`src/rtl/qpu_exu_oitf_pkg.sv`:
```
// -----------------------------------------------------------------------------
// qpu_exu_oitf_pkg
// Shared widths and sizing for the QPU execute-unit outstanding instruction
// track FIFO (OITF). These stand in for the QPU_defines.v macros.
//   QPU_RFIDX_REAL_WIDTH : register-file index width
//   QPU_QUBIT_NUM        : width of the qubit mask
//   QPU_OITF_DEPTH       : number of OITF entries
//   QPU_OITF_PTR_W       : entry pointer width (log2 of depth)
//   QPU_OITF_MEAS_MAX    : maximum outstanding measure entries
// -----------------------------------------------------------------------------
package qpu_exu_oitf_pkg;

    localparam int QPU_RFIDX_REAL_WIDTH = 5;
    localparam int QPU_QUBIT_NUM        = 8;
    localparam int QPU_OITF_DEPTH       = 4;
    localparam int QPU_OITF_PTR_W       = 2;
    localparam int QPU_OITF_MEAS_MAX    = 2;

    // Payload of one OITF slot (valid is kept separately).
    typedef struct packed {
        logic                            rdwen;
        logic [QPU_RFIDX_REAL_WIDTH-1:0] rdidx;
        logic                            measure;
        logic [QPU_QUBIT_NUM-1:0]        qubitlist;
    } oitf_entry_t;

endpackage

```
`src/rtl/qpu_oitf_entry.sv`:
```
// -----------------------------------------------------------------------------
// qpu_oitf_entry
// One OITF storage slot. Loads its fields and sets valid on set_i, clears
// valid on clr_i, and computes its own hazard match bits against the
// instruction currently being dispatched.
//   clk, rst_n            : clock, synchronous active-low reset
//   set_i / clr_i         : allocate into / retire from this slot
//   rdwen_i..qubitlist_i  : fields written on allocation
//   disp_*_i              : operand enables/indices of the dispatching instr
//   valid_o..qubitlist_o  : stored state
//   match_*_o             : per-slot rs1/rs2/rd/qubit hazard bits
// -----------------------------------------------------------------------------
module qpu_oitf_entry
    import qpu_exu_oitf_pkg::*;
(
    input  logic                            clk,
    input  logic                            rst_n,
    input  logic                            set_i,
    input  logic                            clr_i,
    input  logic                            rdwen_i,
    input  logic [QPU_RFIDX_REAL_WIDTH-1:0] rdidx_i,
    input  logic                            measure_i,
    input  logic [QPU_QUBIT_NUM-1:0]        qubitlist_i,
    input  logic                            disp_rs1en_i,
    input  logic [QPU_RFIDX_REAL_WIDTH-1:0] disp_rs1idx_i,
    input  logic                            disp_rs2en_i,
    input  logic [QPU_RFIDX_REAL_WIDTH-1:0] disp_rs2idx_i,
    input  logic                            disp_rdwen_i,
    input  logic [QPU_RFIDX_REAL_WIDTH-1:0] disp_rdidx_i,
    input  logic                            disp_qfren_i,
    input  logic [QPU_QUBIT_NUM-1:0]        disp_qubitlist_i,
    output logic                            valid_o,
    output logic                            rdwen_o,
    output logic [QPU_RFIDX_REAL_WIDTH-1:0] rdidx_o,
    output logic                            measure_o,
    output logic [QPU_QUBIT_NUM-1:0]        qubitlist_o,
    output logic                            match_rs1_o,
    output logic                            match_rs2_o,
    output logic                            match_rd_o,
    output logic                            match_qf_o
);

    logic        valid_q;
    oitf_entry_t ent_q;

    // Set and clear never target the same slot in one cycle: that would need
    // a full FIFO accepting an allocation, which the readies forbid.
    always_ff @(posedge clk) begin
        if (!rst_n) begin
            valid_q <= 1'b0;
            ent_q   <= '0;
        end else if (set_i) begin
            valid_q <= 1'b1;
            ent_q   <= '{rdwen: rdwen_i, rdidx: rdidx_i,
                         measure: measure_i, qubitlist: qubitlist_i};
        end else if (clr_i) begin
            valid_q <= 1'b0;
        end
    end

    assign valid_o     = valid_q;
    assign rdwen_o     = ent_q.rdwen;
    assign rdidx_o     = ent_q.rdidx;
    assign measure_o   = ent_q.measure;
    assign qubitlist_o = ent_q.qubitlist;

    assign match_rs1_o = valid_q & disp_rs1en_i & ent_q.rdwen & (ent_q.rdidx == disp_rs1idx_i);
    assign match_rs2_o = valid_q & disp_rs2en_i & ent_q.rdwen & (ent_q.rdidx == disp_rs2idx_i);
    assign match_rd_o  = valid_q & disp_rdwen_i & ent_q.rdwen & (ent_q.rdidx == disp_rdidx_i);
    // Qubit hazards only matter against outstanding measurements.
    assign match_qf_o  = valid_q & disp_qfren_i & ent_q.measure
                       & (|(ent_q.qubitlist & disp_qubitlist_i));

endmodule

```
`src/rtl/qpu_exu_oitf.sv`:
```
// -----------------------------------------------------------------------------
// qpu_exu_oitf
// Outstanding Instruction Track FIFO for the QPU execute unit. Dispatch
// allocates one entry per long-pipe instruction (including measure/FMR);
// entries retire in order on long-pipe writeback. Every cycle the block
// reports register and qubit-list hazards of the dispatching instruction
// against the outstanding entries.
//   disp_oitf_ena/ready     : allocate request / not full
//   disp_moitf_ena/ready    : measure allocation / measure slot available
//   disp_oitf_* operands    : enables, indices and qubit mask for matching
//   oitfrd_match_*, oitfqf_match_dispql : hazard outputs
//   dis_ptr / ret_ptr       : next-allocation / oldest entry index
//   oitf_ret_ena            : retire oldest entry
//   ret_*                   : fields of the oldest entry
//   oitf_empty              : no outstanding entries
// -----------------------------------------------------------------------------
module qpu_exu_oitf
    import qpu_exu_oitf_pkg::*;
#(
    parameter int DEPTH    = QPU_OITF_DEPTH,
    parameter int MEAS_MAX = QPU_OITF_MEAS_MAX,
    parameter int PTR_W    = $clog2(DEPTH)
) (
    input  logic                            clk,
    input  logic                            rst_n,
    input  logic                            disp_oitf_ena,
    output logic                            disp_oitf_ready,
    input  logic                            disp_moitf_ena,
    output logic                            disp_moitf_ready,
    input  logic                            disp_oitf_rs1en,
    input  logic                            disp_oitf_rs2en,
    input  logic                            disp_oitf_rdwen,
    input  logic                            disp_oitf_qfren,
    input  logic [QPU_RFIDX_REAL_WIDTH-1:0] disp_oitf_rs1idx,
    input  logic [QPU_RFIDX_REAL_WIDTH-1:0] disp_oitf_rs2idx,
    input  logic [QPU_RFIDX_REAL_WIDTH-1:0] disp_oitf_rdidx,
    input  logic [QPU_QUBIT_NUM-1:0]        disp_oitf_qubitlist,
    output logic                            oitfrd_match_disprs1,
    output logic                            oitfrd_match_disprs2,
    output logic                            oitfrd_match_disprd,
    output logic                            oitfqf_match_dispql,
    output logic [PTR_W-1:0]                dis_ptr,
    input  logic                            oitf_ret_ena,
    output logic [PTR_W-1:0]                ret_ptr,
    output logic                            ret_rdwen,
    output logic                            ret_measure,
    output logic [QPU_RFIDX_REAL_WIDTH-1:0] ret_rdidx,
    output logic [QPU_QUBIT_NUM-1:0]        ret_qubitlist,
    output logic                            oitf_empty
);

    // Pointers carry one extra MSB as the wrap flag.
    logic [PTR_W:0] alloc_ptr_q, alloc_ptr_d;
    logic [PTR_W:0] ret_ptr_q,   ret_ptr_d;
    logic [PTR_W:0] meas_cnt_q,  meas_cnt_d;

    logic full;
    logic alloc_ok;
    logic ret_ok;

    logic [DEPTH-1:0]                valid_v;
    logic [DEPTH-1:0]                rdwen_v;
    logic [DEPTH-1:0]                meas_v;
    logic [QPU_RFIDX_REAL_WIDTH-1:0] rdidx_v [DEPTH];
    logic [QPU_QUBIT_NUM-1:0]        ql_v    [DEPTH];
    logic [DEPTH-1:0]                m_rs1_v;
    logic [DEPTH-1:0]                m_rs2_v;
    logic [DEPTH-1:0]                m_rd_v;
    logic [DEPTH-1:0]                m_qf_v;

    assign full = (alloc_ptr_q[PTR_W-1:0] == ret_ptr_q[PTR_W-1:0])
                & (alloc_ptr_q[PTR_W] != ret_ptr_q[PTR_W]);
    assign oitf_empty = (alloc_ptr_q == ret_ptr_q);

    // Readies depend on registered state only, so a same-cycle retire never
    // opens room for an allocation.
    assign disp_oitf_ready  = ~full;
    assign disp_moitf_ready = ~full & (int'(meas_cnt_q) < MEAS_MAX);

    // A measure allocation additionally needs a free measure slot.
    assign alloc_ok = disp_oitf_ena & disp_oitf_ready & (~disp_moitf_ena | disp_moitf_ready);
    assign ret_ok   = oitf_ret_ena & ~oitf_empty;

    assign dis_ptr       = alloc_ptr_q[PTR_W-1:0];
    assign ret_ptr       = ret_ptr_q[PTR_W-1:0];
    assign ret_rdwen     = rdwen_v[ret_ptr];
    assign ret_measure   = meas_v[ret_ptr];
    assign ret_rdidx     = rdidx_v[ret_ptr];
    assign ret_qubitlist = ql_v[ret_ptr];

    genvar gi;
    generate
        for (gi = 0; gi < DEPTH; gi++) begin : g_entry
            localparam logic [PTR_W-1:0] IDX = PTR_W'(gi);

            qpu_oitf_entry u_entry (
                .clk             (clk),
                .rst_n           (rst_n),
                .set_i           (alloc_ok & (dis_ptr == IDX)),
                .clr_i           (ret_ok & (ret_ptr == IDX)),
                .rdwen_i         (disp_oitf_rdwen),
                .rdidx_i         (disp_oitf_rdidx),
                .measure_i       (disp_moitf_ena),
                .qubitlist_i     (disp_oitf_qubitlist),
                .disp_rs1en_i    (disp_oitf_rs1en),
                .disp_rs1idx_i   (disp_oitf_rs1idx),
                .disp_rs2en_i    (disp_oitf_rs2en),
                .disp_rs2idx_i   (disp_oitf_rs2idx),
                .disp_rdwen_i    (disp_oitf_rdwen),
                .disp_rdidx_i    (disp_oitf_rdidx),
                .disp_qfren_i    (disp_oitf_qfren),
                .disp_qubitlist_i(disp_oitf_qubitlist),
                .valid_o         (valid_v[gi]),
                .rdwen_o         (rdwen_v[gi]),
                .rdidx_o         (rdidx_v[gi]),
                .measure_o       (meas_v[gi]),
                .qubitlist_o     (ql_v[gi]),
                .match_rs1_o     (m_rs1_v[gi]),
                .match_rs2_o     (m_rs2_v[gi]),
                .match_rd_o      (m_rd_v[gi]),
                .match_qf_o      (m_qf_v[gi])
            );
        end
    endgenerate

    assign oitfrd_match_disprs1 = |m_rs1_v;
    assign oitfrd_match_disprs2 = |m_rs2_v;
    assign oitfrd_match_disprd  = |m_rd_v;
    assign oitfqf_match_dispql  = |m_qf_v;

    always_comb begin
        alloc_ptr_d = alloc_ptr_q;
        ret_ptr_d   = ret_ptr_q;
        meas_cnt_d  = meas_cnt_q;
        if (alloc_ok) begin
            alloc_ptr_d = alloc_ptr_q + (PTR_W+1)'(1);
        end
        if (ret_ok) begin
            ret_ptr_d = ret_ptr_q + (PTR_W+1)'(1);
        end
        // Net the measure count when a measure allocates and retires together.
        if (alloc_ok & disp_moitf_ena) begin
            meas_cnt_d = meas_cnt_d + (PTR_W+1)'(1);
        end
        if (ret_ok & ret_measure) begin
            meas_cnt_d = meas_cnt_d - (PTR_W+1)'(1);
        end
    end

    always_ff @(posedge clk) begin
        if (!rst_n) begin
            alloc_ptr_q <= '0;
            ret_ptr_q   <= '0;
            meas_cnt_q  <= '0;
        end else begin
            alloc_ptr_q <= alloc_ptr_d;
            ret_ptr_q   <= ret_ptr_d;
            meas_cnt_q  <= meas_cnt_d;
        end
    end

    // valid_v is tracked per slot; the pointers already determine occupancy.
    logic unused_valid;
    assign unused_valid = |valid_v;

endmodule

```
`config.mk`:
```
export PLATFORM = sky130hd
export DESIGN_NAME = qpu_exu_oitf
export DESIGN_NICKNAME = d
export VERILOG_FILES = /design/src/rtl/qpu_exu_oitf_pkg.sv /design/src/rtl/qpu_oitf_entry.sv /design/src/rtl/qpu_exu_oitf.sv
export SDC_FILE = /design/constraint.sdc
export NUM_CORES = 1
export LEC_CHECK = 0
export CAP_MARGIN = 20
export CORE_MARGIN = 2
export CORE_UTILIZATION = 55
export CTS_CLUSTER_SIZE = 8
export DETAILED_ROUTE_END_ITERATION = 8
export PLACE_DENSITY = 0.89
export REMOVE_ABC_BUFFERS = 1
export SYNTH_ARGS = -nofsm -noshare
export SYNTH_HDL_FRONTEND = slang
export SYNTH_SLANG_ARGS = --single-unit
```
`constraint.sdc`:
```
create_clock -name clk -period 2.6 [get_ports clk]
set_input_delay 0.39 -clock clk [delete_from_list [all_inputs] [get_ports clk]]
set_output_delay 0.39 -clock clk [all_outputs]
set_load 0.02 [all_outputs]
```
# After elaboration in Yosys (flattened, before gate mapping)
# Cells that the tools add are included.
[op_classes] muxes=20 eq_ne=21 bitwise_logic=72 reduce_logical=14 magnitude_cmp=3 n_addsub=4
[ops] cell="1-bit AND" n=63
[ops] cell="5-bit == test" n=12
[ops] cell="8-bit AND" n=4
[ops] cell="8-bit OR reduction" n=4
[ops] cell="8-bit binary-select mux with 2-bit select" n=1
[ops] cell="8-bit two-way mux" n=2
[ops] cell="4-bit OR reduction" n=4
[ops] cell="5-bit binary-select mux with 2-bit select" n=1
[ops] cell="1-bit two-way mux" n=10
[ops] cell="5-bit two-way mux" n=2
[ops] cell="3-bit by 1-bit adder with 3-bit output (second input constant)" n=3
[ops] cell="2-bit == test (second input constant)" n=4
[ops] cell="2-bit nonzero test" n=4
[ops] cell="3-bit two-way mux" n=2
[ops] cell="1-bit binary-select mux with 2-bit select" n=2
[ops] cell="2-bit by 1-bit == test with 1-bit output (second input constant)" n=2
[ops] cell="2-bit logical NOT" n=2
[ops] cell="3-bit == test" n=1
[ops] cell="3-bit greater-or-equal comparator (second input constant)" n=1
[ops] cell="2-bit by 3-bit < comparator with 1-bit output (second input constant)" n=1
[ops] cell="3-bit by 2-bit < comparator with 1-bit output (second input constant)" n=1
[ops] cell="1-bit inverter" n=3
[ops] cell="2-bit inverter with 3-bit output" n=1
[ops] cell="3-bit by 1-bit subtractor with 3-bit output (second input constant)" n=1
[ops] cell="other kinds (3)" n=3
[totals] input_bits=32 wordCells=157 out_inout_bits=26 register_bits=73

# Depth between registers and ports, before layout
# Gate-level depths: netlist of run 1.
[logic_depth] ltp_word=10 mapped_depth=8 mapped_depth_nobuf=7

# Modules after synthesis
# Synthesis of run 1 repeated with hierarchy kept, for this count alone.
[unflattened] cells_unflattened=427 hier_area_um2=4504.3
[modules_own_cells] module="qpu_oitf_entry" seq_area_each_um2=320.3 cells_per_inst=81 n_inst=4 area_each_um2=838.3
[modules_own_cells] module="qpu_exu_oitf" seq_area_each_um2=180.2 cells_per_inst=103 n_inst=1 area_each_um2=1151.1

# Least setup slack after synthesis of run 1
# OpenSTA, ideal clock, no wires.
[synth_path] path_type="reg2reg" start="register ret_ptr_q[1]" end="register meas_cnt_q[2]" stages_incl_launch_ff=9 arrival_time_ns=2.005 setup_ns=0.115 setup_slack_ns=0.480 path_buffers=1 cell_sequence="dfxtp_1 > buf_6 > xnor2_1 > nand3_1 > a21oi_1 > ha_1 > o2111ai_1 > xor2_1 > and2_1"
[synth_via] elab_chain_len=10
[synth_lines] item="start, declared" line_no="qpu_exu_oitf.sv:54" source="logic [PTR_W:0] ret_ptr_q, ret_ptr_d;"
[synth_lines] item="start signal, assigned" line_no="qpu_exu_oitf.sv:157" source="ret_ptr_q <= ret_ptr_d;"
[synth_lines] item="2-bit == test (*)" line_no="qpu_exu_oitf.sv:71" source="assign full = (alloc_ptr_q[PTR_W-1:0] == ret_ptr_q[PTR_W-1:0])"
[synth_lines] item="1-bit AND (*)" line_no="qpu_exu_oitf.sv:72" source="& (alloc_ptr_q[PTR_W] != ret_ptr_q[PTR_W]);"
[synth_lines] item="1-bit inverter (*)" line_no="qpu_exu_oitf.sv:77" source="assign disp_oitf_ready = ~full;"
[synth_lines] item="named net disp_oitf_ready" line_no="qpu_exu_oitf.sv:27" source="output logic disp_oitf_ready,"
[synth_lines] item="1-bit AND" line_no="qpu_exu_oitf.sv:78" source="assign disp_moitf_ready = ~full & (int'(meas_cnt_q) < MEAS_MAX);"
[synth_lines] item="1-bit bitwise OR" line_no="qpu_exu_oitf.sv:81" source="assign alloc_ok = disp_oitf_ena & disp_oitf_ready & (~disp_moitf_ena | disp_moitf_ready);"
[synth_lines] item="1-bit AND (*)" line_no="qpu_exu_oitf.sv:81"
[synth_lines] item="1-bit AND (*)" line_no="qpu_exu_oitf.sv:142" source="if (alloc_ok & disp_moitf_ena) begin"
[synth_lines] item="3-bit two-way mux (*)" line_no="qpu_exu_oitf.sv:142"
[synth_lines] item="3-bit by 1-bit subtractor with 3-bit output" line_no="qpu_exu_oitf.sv:146" source="meas_cnt_d = meas_cnt_d - (PTR_W+1)'(1);"
[synth_lines] item="3-bit two-way mux (*)" line_no="qpu_exu_oitf.sv:145" source="if (ret_ok & ret_measure) begin"
[synth_lines] item="end signal, assigned" line_no="qpu_exu_oitf.sv:158" source="meas_cnt_q <= meas_cnt_d;"
[synth_lines] item="end, declared" line_no="qpu_exu_oitf.sv:55" source="logic [PTR_W:0] meas_cnt_q, meas_cnt_d;"
# The timed path passes the listed nets; every way through them passes the cells marked *. The select of a mux whose other input is x is not followed.
# A chain may end at the register's enable or synchronous reset.

# Final worst setup path of run 1
[layout_path] start="register ret_ptr_q[1]" end="output port ret_qubitlist[0]"
[layout_via] elab_chain_len=4
[layout_lines] item="2-bit inverter with 3-bit output (implied by the code)" line_no="qpu_exu_oitf.sv:89" source="assign ret_qubitlist = ql_v[ret_ptr];"
[layout_lines] item="8-bit binary-select mux with 2-bit select" line_no="qpu_exu_oitf.sv:89"
[layout_lines] item="8-bit two-way mux (implied by the code) (2 in series)" line_no="qpu_exu_oitf.sv:89"
[layout_lines] item="end, declared" line_no="qpu_exu_oitf.sv:48" source="output logic [QPU_QUBIT_NUM-1:0] ret_qubitlist,"
# No other way between the ends. The select of a mux whose other input is x is not followed.

==> metrics.md, run 1 <==
| Metric | Value |
|---|---|
| Starting Density | 0.564 |
| Global-route wire length before repair | 19,000 um |
| Worst-margin pin slew | 396 ps |
| Number of setup buffers added after CTS | 0 |
| Hold depth | 2 |
| Met2 usage | 0.501 |
| RSZ-0062 raised after global routing | no |
| Most frequent cells in the layout | dfxtp_1, nand3_1, o21ai_0, clkdlybuf4s50_1, xor2_1 |
| Max clock buf depth | 2 |
| Largest net degree at the start of global routing | 89 |
| CTS tree | yes |
| Area Growth Syn to Fin | 23.9% |
| Crit. End Element | primary output |
| Startpoint types | flip-flop |
| Final Instance Count excl. Fillers | 610 |
| FF-to-FF path depth | 6 |
| Via density | 6.08 |
| Worst hold slack | 477 ps |
| DRT Wirelength | 11,700 um |
| Std cell rows | 31 |
| Final Wtd Congestion | 0.982 |
| Share of layout cells above drive strength 1 | 0.127 |
| Reg2Reg Launch Point | alloc_ptr_q[0]$_SDFFE_PN0P_ |
| Drt wl/cell | 19.2 um |
| PD cells | 607 nW/um^2 |
| Initial antenna violation count | 0 |
| Crit Path Category | flip-flop to primary output |
| I/O pin cnt | 58 |
| Antenna viol nets, final | 0 |
| Fin. max-slew vios | 0 |
| Mapped Area | 4070 um^2 |
| PortBufs | 57 |
| Vias in the first global route | 3,702 |
| Chip width | 90.0 um |
| Peak supply drop | 0.000687 V |
| Root Buffer | clkbuf_8 |
| Max Clock Freq | 0.400 GHz |
| Total power | 3.06 mW |
| Post-synthesis sequential area ratio | 0.359 |
| Final setup fails | 0 |
| Leak | 1.92 nW |
| Drt pass-1 iters | 7 |
| FF+latch count, synth | 73 |
| Crit path time final | 2500 ps |
| N_diodes | 0 |
| NumNets Final | 548 |
| Final critical-path share of the clock period | 0.961 |
| Clock sinks | 73 |
| Final Hold Fails | 0 |
| DRT iter0 DRCs | 251 |
| Max FO, Critical Path | 12 |
| Commonest non-fill, non-tap cell in the layout | dfxtp_1 |
| Clock Latency Late Sink | 350 ps |
| WHS Endpoint | g_entry[3].u_entry.valid_o$_SDFFE_PN0P_ |
| Slew margin rel. | 0.736 |
| Outcome | finished clean |
| Global route overflow | 0 |
| Die H | 90.0 um |
| Yosys cell types | 36 |
| Core footprint | 7210 um^2 |
| Die area | 8100 um^2 |
| Vias | 3,706 |
| Post-Syn Instances | 448 |
| Drt drc | 0 |
| HPWL after DPL | 8090 um |
| Syn_area_per_cell | 9.08 um^2 |
| CTS H-tree depth | 3 |
| Critical hold path startpoint | g_entry[3].u_entry.valid_o$_SDFFE_PN0P_ |
| Placed cell count | 594 |
| Met1 GRT Util | 0.366 |
| CTS buffer count | 9 |
| Synth warn | 0 |
| Worst Path Arrival | 2110 ps |
| HP Class | flip-flop to flip-flop |
| Gr usage total | 0.291 |
| Max-cap violation count | 0 |
| WP data required | 2210 ps |
| Layout Skew | 8.20 ps |
| Met3 Usage GRT | 0.0528 |
| Critical register-to-register path endpoint | g_entry[3].u_entry.qubitlist_o[4]$_SDFFE_PN0P_ |
| GRT Max-Usage Layer | met2 |
| Clock Pin Slew Worst Setup and Hold Paths | 80 ps |
| R2r setup slk | 590 ps |
-- flip-flops by register name, indices dropped and copies added, names as in the netlist --
signal / cells
g_entry.u_entry.rdwen_o: 4
g_entry.u_entry.rdidx_o: 20
g_entry.u_entry.measure_o: 4
g_entry.u_entry.qubitlist_o: 32
alloc_ptr_q: 3
ret_ptr_q: 3
meas_cnt_q: 3
g_entry.u_entry.valid_o: 4
-- kinds of logic after synthesis --
group / share of synthesized area
and+or+nand+nor: 0.177
AOI/OAI and AO/OA: 0.145
DFF: 0.359
xor gates and xnor gates: 0.150
buffers and inverters: 0.0520
muxes: 0.0855
adders and majority gates: 0.0308
-- synthesized netlist by cell type --
master,n,area share
buf_1,5,0.0046
nor4_1,12,0.018
xor2_2,1,0.0040
a21boi_0,5,0.0092
nand3_1,66,0.081
o21a_1,1,0.0018
o21ai_2,1,0.0022
nand4bb_1,1,0.0028
xnor2_1,18,0.039
and4_1,1,0.0022
nor2b_1,1,0.0015
buf_2,10,0.012
a22oi_1,16,0.030
mux2i_1,1,0.0025
clkbuf_1,14,0.013
a41oi_1,2,0.0043
ha_1,10,0.031
o211ai_1,2,0.0037
a21boi_1,1,0.0018
and4b_1,2,0.0049
inv_1,10,0.0092
nand2_1,26,0.024
buf_6,2,0.0055
dfxtp_1,73,0.36
o21ai_0,64,0.079
nor2_1,2,0.0018
nor3b_1,1,0.0018
a21oi_1,3,0.0037
o2111ai_1,1,0.0022
and2_1,9,0.014
mux4_2,15,0.083
xor2_1,50,0.11
a311oi_4,1,0.0065
buf_4,4,0.0074
a31oi_1,1,0.0015
nand4_1,16,0.025
-- layer usage --
metal  routed length (um)  share of wire  vias to the layer above
met4                  317          0.027                        0
met3                  712          0.061                       32
li1                     -              -                     1739
met2                 5830           0.50                      164
met5                    0              0                        -
met1                 4860           0.41                     1771
-- where the power goes --
group | internal (mW) | leakage, nW | total, mW | switching, mW
Combinational | 0.363 | 1.22 | 0.790 | 0.426
Sequential | 1.18 | 0.594 | 1.27 | 0.0862
Clock | 0.548 | 0.106 | 1.00 | 0.457
Total | 2.09 | 1.92 | 3.06 | 0.969
-- worst max path at each step --
stage / from / end / slack (ps) / cells after the start
after floorplan: ret_ptr_q[1]$_SDFFE_PN0P_ / alloc_ptr_q[2]$_SDFFE_PN0P_ / -60 / 5
after global placement: disp_oitf_rdidx[2] / oitfrd_match_disprd / -280 / 7
after detailed placement: disp_oitf_rdidx[3] / oitfrd_match_disprd / -270 / 6
after CTS: ret_ptr_q[0]$_SDFFE_PN0P_ / disp_moitf_ready / -50 / 4
after global routing: disp_oitf_rs2idx[4] / oitfrd_match_disprs2 / 8 / 7
final: ret_ptr_q[1]$_SDFFE_PN0P_ / ret_qubitlist[0] / 100 / 3
-- cell type report --
class                           count  area, um^2
Fill cell                         550        2170
Sequential cell                    73        1460
Inverter                           10        37.5
Tap cell                           99         124
Clock inverter                      7         101
Clock buffer                        9         124
Multi-Input combinational cell    330        2420
Timing Repair Buffer               82         773
-- what timing repair did --
item,4_1_cts,5_1_grt
hold buffers,0,0
endpoints found under the setup margin,12,16
endpoints found under the hold margin,0,0
resized for setup,5,9
-- stage by stage --
stage	TNS, ps	setup WS [ps]	cell area (um^2)	util
after floorplan	-83.5	-59.7	3890	-
after global placement	-464	-278	4780	0.663
after detailed placement	-435	-267	4780	0.663
after CTS	-158	-47.3	5010	0.695
after global routing	0	8.06	5040	0.699
final	0	102	5040	0.699
-- worst max-delay path: stages (launching register included) --
cell,delay (ps)
dfxtp_2,410
buf_6,220
mux4_2,560
clkdlybuf4s50_1,560
No activity file was read; power rests on OpenSTA's default activity.
==> inputs of run 2 (changes only) <==
--- a/config.mk
+++ b/config.mk
@@ -9,5 +9,7 @@
 export CORE_MARGIN = 2
-export CORE_UTILIZATION = 55
+export CORE_UTILIZATION = 64
 export CTS_CLUSTER_SIZE = 8
 export DETAILED_ROUTE_END_ITERATION = 8
+export DONT_BUFFER_PORTS = 1
+export GPL_ROUTABILITY_DRIVEN = 0
 export PLACE_DENSITY = 0.89
--- a/constraint.sdc
+++ b/constraint.sdc
@@ -3,2 +3,2 @@
 set_output_delay 0.39 -clock clk [all_outputs]
-set_load 0.02 [all_outputs]
+set_load 0.05 [all_outputs]
==> run 2 against run 1 <==
Largest cell class unchanged. Sequential share of layout area is 4.8 points higher. Worst setup slack better by 140 ps. Largest power group unchanged. Fmax is 5.8% higher. Via count is 9.3% lower. Critical path type unchanged.
==> metrics.md, run 2 (same netlist as run 1, synthesis figures left out) <==
| Metric | Value |
|---|---|
| Outcome | finished clean (unchanged) |
| Post-CTS sizing | 0 (was 5) |
| PD cells | 678 nW/um^2 (was 607 nW/um^2) |
| Worst-margin pin slew | 613 ps (was 396 ps) |
| Root Buffer | clkbuf_8 (unchanged) |
| Initial antenna violation count | 0 (unchanged) |
| PortBufs | 0 (was 57) |
| DRT iter0 DRCs | 226 (was 251) |
| Area Growth Syn to Fin | 6.37% (was 23.9%) |
| Gr usage total | 0.291 (about the same) |
| N_diodes | 0 (unchanged) |
| Final Hold Fails | 0 (unchanged) |
| Vias | 3,360 (was 3,706) |
| Number of setup buffers added after CTS | 0 (unchanged) |
| RSZ-0062 raised after global routing | no (unchanged) |
| Worst Path Arrival | 1970 ps (was 2110 ps) |
| Drt wl/cell | 19.1 um (was 19.2 um) |
| Max-cap violation count | 0 (unchanged) |
| Total power | 2.93 mW (was 3.06 mW) |
| Global-route wire length before repair | 16,200 um (was 19,000 um) |
| CTS H-tree depth | 3 (unchanged) |
| Crit Path Category | flip-flop to primary output (unchanged) |
| Crit. End Element | primary output (unchanged) |
| Max Clock Freq | 0.424 GHz (was 0.400 GHz) |
| Drt drc | 0 (unchanged) |
| WP data required | 2210 ps (about the same) |
| Fin. max-slew vios | 0 (unchanged) |
| Antenna viol nets, final | 0 (unchanged) |
| HP Class | input port to flip-flop (was flip-flop to flip-flop) |
| Core Util, Final | 0.693 (was 0.699) |
| Most frequent cells in the layout | dfxtp_1, nand3_1, o21ai_0, xor2_1, nand2_1 (was dfxtp_1, nand3_1, o21ai_0, clkdlybuf4s50_1, xor2_1) |
| Startpoint types | flip-flop (unchanged) |
| Max FFs per register | 32 (unchanged) |
| Leak | 1.63 nW (was 1.92 nW) |
| Clock Latency Late Sink | 350 ps (about the same) |
| Max FO, Critical Path | 5 (was 12) |
| Peak supply drop | 0.000463 V (was 0.000687 V) |
| Seq. cell area | 1460 um^2 (about the same) |
| Clock sinks | 73 (unchanged) |
| Placed cell count | 505 (was 594) |
| Filler instances | 480 (was 550) |
| Die area | 7010 um^2 (was 8100 um^2) |
| Max clock buf depth | 2 (unchanged) |
| Commonest non-fill, non-tap cell in the layout | dfxtp_1 (unchanged) |
| CTS buffer count | 9 (unchanged) |
| I/O pin cnt | 58 (unchanged) |
| Hold-fix buffers, CTS | 0 (unchanged) |
| Clock Pin Slew Worst Setup and Hold Paths | 70 ps (was 80 ps) |
| Final Instance Count excl. Fillers | 520 (was 610) |
| Core footprint | 6240 um^2 (was 7210 um^2) |
| Slew margin rel. | 0.590 (was 0.736) |
| Crit path time final | 2360 ps (was 2500 ps) |
| Drt pass-1 iters | 5 (was 7) |
| HPWL after DPL | 7000 um (was 8090 um) |
| Die H | 83.7 um (was 90.0 um) |
| Largest net degree at the start of global routing | 89 (unchanged) |
| Share of layout cells above drive strength 1 | 0.113 (was 0.127) |
| Final setup fails | 0 (unchanged) |
| Std cell rows | 29 (was 31) |
| Chip width | 83.7 um (was 90.0 um) |
| Final WS setup | 239 ps (was 102 ps) |
| Layout Skew | 6.34 ps (was 8.20 ps) |
| Vias in the first global route | 3,401 (was 3,702) |
| Multi-input logic area | 2400 um^2 (was 2420 um^2) |
| Final critical-path share of the clock period | 0.908 (was 0.961) |
| DRT Wirelength | 9930 um (was 11,700 um) |
| CTS tree | yes (unchanged) |
| NumNets Final | 481 (was 548) |
| Pre-CTS setup slack | 598 ps (was -267 ps) |
| Via density | 6.46 (was 6.08) |
| Global route overflow | 0 (unchanged) |
| Starting Density | 0.652 (was 0.564) |
run 2: changes by cell type in the layout (fill, tap and decap cells not counted), sizes merged, moves of 2 or more:
cell | before | now
buf | 26 | 15
inv | 12 | 10
clkdlybuf4s50 | 51 | 0
clkdlybuf4s15 | 2 | 0
dlygate4sd2 | 2 | 0
run 2: path summary, 6_finish.rpt:
check / start / end / slack (ps) / cells past startpoint
hold / removal: rst_n / meas_cnt_q[0]$_SDFF_PN0_ / 170 / 1
setup / recovery: g_entry[1].u_entry.rdidx_o[4]$_SDFFE_PN0P_ / oitfrd_match_disprs2 / 240 / 4
hold reg to reg: g_entry[3].u_entry.valid_o$_SDFFE_PN0P_ / g_entry[3].u_entry.valid_o$_SDFFE_PN0P_ / 490 / 2
setup reg to reg: ret_ptr_q[2]$_SDFFE_PN0P_ / meas_cnt_q[2]$_SDFF_PN0_ / 570 / 7
run 2: layout make-up:
type	count	share of cell area
flip-flops and latches	73	0.338
repair buffers	15	0.0260
multi-input cells	330	0.555
clock buffers	10	0.0318
well taps	77	0.0223
clock inverters	5	0.0185
inverters	10	0.00867
run 2: metrics by stage:
| step | hold slack, ps | TNS (ps) | cell area, um^2 |
|---|---|---|---|
| 2_1_floorplan | 444 | -13850 | 3890 |
| 3_3_place_gp | 465 | 0 | 4110 |
| 3_5_place_dp | 477 | 0 | 4110 |
| 4_1_cts | 160 | 0 | 4330 |
| 5_1_grt | 156 | 0 | 4330 |
| 6_report | 165 | 0 | 4330 |
run 2: metal layers:
metal | wire length [um] | global-route usage | up-vias
li1 | - | - | 1600
met4 | 226 | 0.155 | 0
met1 | 4080 | 0.359 | 1610
met2 | 4870 | 0.479 | 130
met3 | 749 | 0.0603 | 20
met5 | 0 | 0 | -
run 2: critical path: stages, from the launching register on:
cell     delay (ps)
dfxtp_1         480
xor2_1          110
nor4_1          440
nand4_1         140
nand4_1         450
run 2: where the power goes:
group	total (mW)	leakage, nW	internal (mW)	switching [mW]
clock network	0.972	0.104	0.559	0.413
registers	1.25	0.593	1.18	0.0695
logic	0.711	0.928	0.237	0.473
total	2.93	1.63	1.98	0.956
